`config.mk`:
```
export PLATFORM = sky130hd
export DESIGN_NAME = dmem_port_arbiter
export DESIGN_NICKNAME = d
export VERILOG_FILES = /design/src/rtl/dmem_port_arbiter_pkg.sv /design/src/rtl/dmem_port_arbiter_starve_counter.sv /design/src/rtl/dmem_port_arbiter.sv
export SDC_FILE = /design/constraint.sdc
export NUM_CORES = 1
export LEC_CHECK = 0
export ABC_AREA = 1
export BUFFER_PORTS_ARGS = -buffer_cell sky130_fd_sc_hd__buf_2
export CAP_MARGIN = 15
export CORE_AREA = 2 2 140 142
export DETAILED_ROUTE_END_ITERATION = 10
export DIE_AREA = 0 0 142 144
export GPL_TIMING_DRIVEN = 0
export PLACE_DENSITY_LB_ADDON = 0.3
export SYNTH_ARGS = -nofsm -noshare
export SYNTH_HDL_FRONTEND = slang
export SYNTH_SLANG_ARGS = --single-unit
export TNS_END_PERCENT = 5
```
`constraint.sdc`:
```
create_clock -name clk -period 2.8 [get_ports clk]
set_input_delay 0.7 -clock clk [delete_from_list [all_inputs] [get_ports clk]]
set_output_delay 0.7 -clock clk [all_outputs]
set_load 0.01 [all_outputs]
```
`src/rtl/dmem_port_arbiter_pkg.sv`:
```
// Shared owner tags and helpers for the data-memory port arbiter.
package dmem_port_arbiter_pkg;

    typedef enum logic [1:0] {
        arb_own_none = 2'd0,
        arb_own_rf   = 2'd1,
        arb_own_ex   = 2'd2,
        arb_own_dbg  = 2'd3
    } arb_own_t;

    // Only accesses that produce a return (reads, and debug writes that need an ack) keep an owner.
    function automatic arb_own_t own_next(input arb_own_t grant, input logic ex_we);
        if (grant == arb_own_ex && ex_we)
            return arb_own_none;
        return grant;
    endfunction

endpackage

```
`src/rtl/dmem_port_arbiter_starve_counter.sv`:
```
// Saturating counter of denied debug cycles with an at-limit compare output.
module arb_starve_counter #(
    parameter int unsigned LIMIT = 8
) (
    input  logic clk,
    input  logic rst,
    input  logic inc,
    input  logic clr,
    output logic at_limit
);
    localparam int unsigned W = (LIMIT < 1) ? 1 : $clog2(LIMIT + 1);
    localparam logic [W-1:0] LIM = W'(LIMIT);

    logic [W-1:0] cnt;

    always_ff @(posedge clk) begin
        if (!rst || clr)
            cnt <= '0;
        else if (inc && cnt != LIM)
            cnt <= cnt + 1'b1;
    end

    assign at_limit = (cnt == LIM);

endmodule

```
`src/rtl/dmem_port_arbiter.sv`:
```
// Single data-memory port shared by regfetch, execute and debug; tags reads for return.
// Optional debug anti-starvation guard enabled by defining DMEM_ARB_STARVE_GUARD_EN.
module dmem_port_arbiter
    import dmem_port_arbiter_pkg::*;
#(
    parameter int DATA_MEM_SIZE_IN_BITS = 30,
    parameter int DBG_STARVE_LIMIT      = 8
) (
    input  logic                             clk,
    input  logic                             rst,
    input  logic                             flush,
    input  logic                             rf_req,
    input  logic [DATA_MEM_SIZE_IN_BITS-1:0] rf_adr,
    output logic                             rf_stall,
    output logic [31:0]                      rf_rdata,
    output logic                             rf_rvalid,
    input  logic                             ex_req,
    input  logic                             ex_we,
    input  logic [DATA_MEM_SIZE_IN_BITS-1:0] ex_adr,
    input  logic [31:0]                      ex_wdata,
    output logic                             ex_stall,
    output logic [31:0]                      ex_rdata,
    output logic                             ex_rvalid,
    input  logic                             dbg_req,
    input  logic                             dbg_we,
    input  logic [DATA_MEM_SIZE_IN_BITS-1:0] dbg_adr,
    input  logic [31:0]                      dbg_wdata,
    output logic                             dbg_ack,
    output logic [31:0]                      dbg_rdata,
    output logic                             mem_en,
    output logic                             mem_we,
    output logic [DATA_MEM_SIZE_IN_BITS-1:0] mem_adr,
    output logic [31:0]                      mem_wdata,
    input  logic [31:0]                      mem_rdata
);
    arb_own_t grant;
    arb_own_t own;
    logic     dbg_inflight;
    logic     rf_eff, ex_eff, dbg_eff;
    logic     grant_rf, grant_ex, grant_dbg;
    logic     dbg_force;

    assign rf_eff  = rf_req & ~flush;
    assign ex_eff  = ex_req;
    assign dbg_eff = dbg_req & ~dbg_inflight;

`ifdef DMEM_ARB_STARVE_GUARD_EN
    arb_starve_counter #(
        .LIMIT(DBG_STARVE_LIMIT)
    ) u_starve (
        .clk     (clk),
        .rst     (rst),
        .inc     (dbg_eff & ~grant_dbg),
        .clr     (grant_dbg | ~dbg_req),
        .at_limit(dbg_force)
    );
`else
    assign dbg_force = 1'b0;
`endif

    always_comb begin
        grant = arb_own_none;
        if (dbg_force && dbg_eff)
            grant = arb_own_dbg;
        else if (ex_eff)
            grant = arb_own_ex;
        else if (rf_eff)
            grant = arb_own_rf;
        else if (dbg_eff)
            grant = arb_own_dbg;
    end

    assign grant_rf  = (grant == arb_own_rf);
    assign grant_ex  = (grant == arb_own_ex);
    assign grant_dbg = (grant == arb_own_dbg);

    assign rf_stall = rf_eff & ~grant_rf;
    assign ex_stall = ex_req & ~grant_ex;

    always_comb begin
        mem_en    = 1'b0;
        mem_we    = 1'b0;
        mem_adr   = '0;
        mem_wdata = '0;
        unique case (grant)
            arb_own_rf: begin
                mem_en  = 1'b1;
                mem_adr = rf_adr;
            end
            arb_own_ex: begin
                mem_en    = 1'b1;
                mem_we    = ex_we;
                mem_adr   = ex_adr;
                mem_wdata = ex_wdata;
            end
            arb_own_dbg: begin
                mem_en    = 1'b1;
                mem_we    = dbg_we;
                mem_adr   = dbg_adr;
                mem_wdata = dbg_wdata;
            end
            default: ;
        endcase
    end

    always_ff @(posedge clk) begin
        if (!rst) begin
            own          <= arb_own_none;
            dbg_inflight <= 1'b0;
        end else begin
            own <= own_next(grant, ex_we);
            if (grant_dbg)
                dbg_inflight <= 1'b1;
            else if (dbg_ack)
                dbg_inflight <= 1'b0;
        end
    end

    assign rf_rvalid = (own == arb_own_rf) & ~flush;
    assign ex_rvalid = (own == arb_own_ex);
    assign dbg_ack   = (own == arb_own_dbg);

    assign rf_rdata  = mem_rdata;
    assign ex_rdata  = mem_rdata;
    assign dbg_rdata = mem_rdata;

endmodule

```
==> flow_summary.yaml <==
yosys:
  syn-num-nets: 559
  ys_types: 20
  synth_top_cell_area_share_pct: 35.5
  synth_area_leader_cell: "buf_4"
  ys_top_cells_by_area: "buf_4 (35%), nand2_1 (18%), nand4_1 (9.4%)"
  syn_avg_cell_area_um2: 5.63
  synth_area_um2: 2050
  synth-seq-cells: 3
  ys_seq_area_share_pct: 2.93
  synth_cells: 365
  ys_warn_count: 0
drt:
  wl_per_cell_um: 12.3
  via_per_inst: 3.52
  dr_wl_met2_mm: 5.78
  met1_length_mm: 4.80
  dr.pass1.iters: 4
  met3_length_um: 824
  dr_total_vias: 3279
  wl_mm: 11.5
  drt_iter0_markers: 140
  ant_nets: 0
  drc: 0
  top_layer: "met4"
worst_setup_path:
  start_kind: "input port"
  path_class: "in2out"
  required_ns: 2.10
  arrival_ns: 1.85
  crit_fanout: 10
  end_kind: "output port"
place:
  gp_congestion: 0.799
  io_buffer_count: 324
  placed_cell_area_um2: 3970
  dp_hpwl_mm: 9.84
timing:
  finalCritPeriodShare_pct: 91.0
  maxSlewHeadroom_pct: 63.7
  rsz0062_at_grt: "no"
  slew_viol_final: 0
  setup_viol: 0
  max_freq_mhz: 393
  layout_min_cycle_time_ns: 2.55
  worst_hold_slack_ns: 0.499
  hold_viol_final: 0
  finalClockSkew_ns: 0.000267
  worst_pin_slew_ns: 0.545
  setup_tns_ns: 0
floorplan:
  core_area_um2: 19100
  rows: 51
  initial_core_util_pct: 10.8
  dieArea_um2: 20400
  fp.dieH_um: 144
  die_w_um: 142
  ios: 359
final_layout:
  num_antenna_cells: 0
  seqCellArea_um2: 60.1
  num-fill-cells: 2217
  multi_input_comb_area_um2: 967
  layout.nets: 888
  area_growth_pct: 97.3
  final_area_um2: 4050
  final_common_cell: "buf_2"
  fin_util_pct: 21.2
  drive_gt1_share_pct: 64.4
  layout_common_cells: "buf_2 (333), nand2_1 (97), buf_4 (97)"
global_route:
  grt_max_degree: 11
  gr-total-overflow: 0
  grt_pass1_wl_mm: 15.8
  grt.total_usage_pct: 9.88
  grt_pass1_vias: 2976
  antenna_found_initial: 0
power:
  intPower_uw: 556
  peakVddDrop_mv: 0.130
  power.leakage_uw: 0.00254
  power_switching_uw: 341
  switching_share_pct: 38.0
  p_comb_share_pct: 69.3
  p_per_area_nw_per_um2: 221
  clkPwrFrac_pct: 25.4
  p_seq_share_pct: 5.4
cts:
  cts_sinks: 3
  postCtsHoldBufs: 0
  cts_tree: "done"
  insertion_delay_ns: 0.22
  htreeDepth: 1
  numCtsBuffers: 3
  cts_root_buf: "clkbuf_16"
  cts_max_path_buffers: 2
  clkSlewWorstSetupHoldPaths_ns: 0.03
  post_cts_buffers: 0
  cts_resized: 0
min_path:
  min_path_type: "reg2reg"
outcome:
  status: "finished, final reports clean"
job:
  drv_cap: 0
[flip-flops by register name, indices dropped and copies added, names as in the netlist]
register and cells:
dbg_inflight 1, own 2
[cell usage after synthesis]
| library cell | instances |
|---|---|
| inv_1 | 37 |
| dfxtp_1 | 3 |
| inv_6 | 1 |
| nand4_1 | 31 |
| o21ai_1 | 30 |
| clkbuf_1 | 6 |
| nand3_1 | 30 |
| nand2_1 | 97 |
| a21boi_0 | 1 |
| buf_4 | 97 |
| nor2_4 | 1 |
| nand2_2 | 1 |
| conb_1 | 1 |
| nand3_4 | 2 |
| o21ai_0 | 5 |
| nor2_1 | 4 |
| buf_2 | 9 |
| inv_2 | 1 |
| buf_6 | 7 |
| a21oi_1 | 1 |
[layer usage]
layer  up-vias  global-route usage [%]
met4         0                    1.16
met3         6                    1.69
met1      1379                    13.0
met2       162                    17.4
met5         -                       0
li1       1732                       -
[worst paths after layout]
check	end	slack (ns)	cells past startpoint	start
min reg2reg	dbg_inflight	0.50	2	dbg_inflight
max reg2reg	dbg_inflight	1.77	3	dbg_inflight
max	mem_wdata[27]	0.25	7	flush
min	dbg_inflight	0.50	2	dbg_inflight
[kinds of logic (layout without fill, tap and decap cells)]
family | after synthesis | in the layout | share of synthesized area, %
simple gates | 166 | 166 | 37.8
buf+inv | 158 | 486 | 50.0
flops | 3 | 3 | 2.93
compound gates | 37 | 37 | 9.14
other cells | 1 | 1 | 0.183
[power groups by stage]
stage	Clock [uW]	Combinational [uW]	Sequential, uW
after CTS	232	632	48.1
final	228	621	48.1
after detailed placement	0	630	48.7
after floorplan	0	330	48.4
after global placement	0	630	48.6
after global routing	237	688	48.5
[final cells by class]
cell class / count / share of cell area, %
clock buffer: 4 / 1.95
inverter: 39 / 3.74
sequential: 3 / 1.48
tap: 238 / 7.35
buffer: 119 / 21.6
timing repair buffer: 324 / 40.0
multi-input combinational: 204 / 23.9
[per-stage QoR]
step | setup slack, ns | instances | total power (uW)
6_report | 0.253 | 931 | 897
3_3_place_gp | 0.244 | 927 | 679
2_1_floorplan | 0.746 | 365 | 378
3_5_place_dp | 0.234 | 927 | 679
4_1_cts | 0.228 | 931 | 912
5_1_grt | 0.130 | 931 | 974
[critical path, cell delays in order]
cell     delay, ns
buf_2         0.07
inv_1         0.08
nand2_2       0.23
nand3_4       0.18
buf_6         0.19
o21ai_1       0.20
buf_2         0.18
Power figures use the tool's default switching activity.
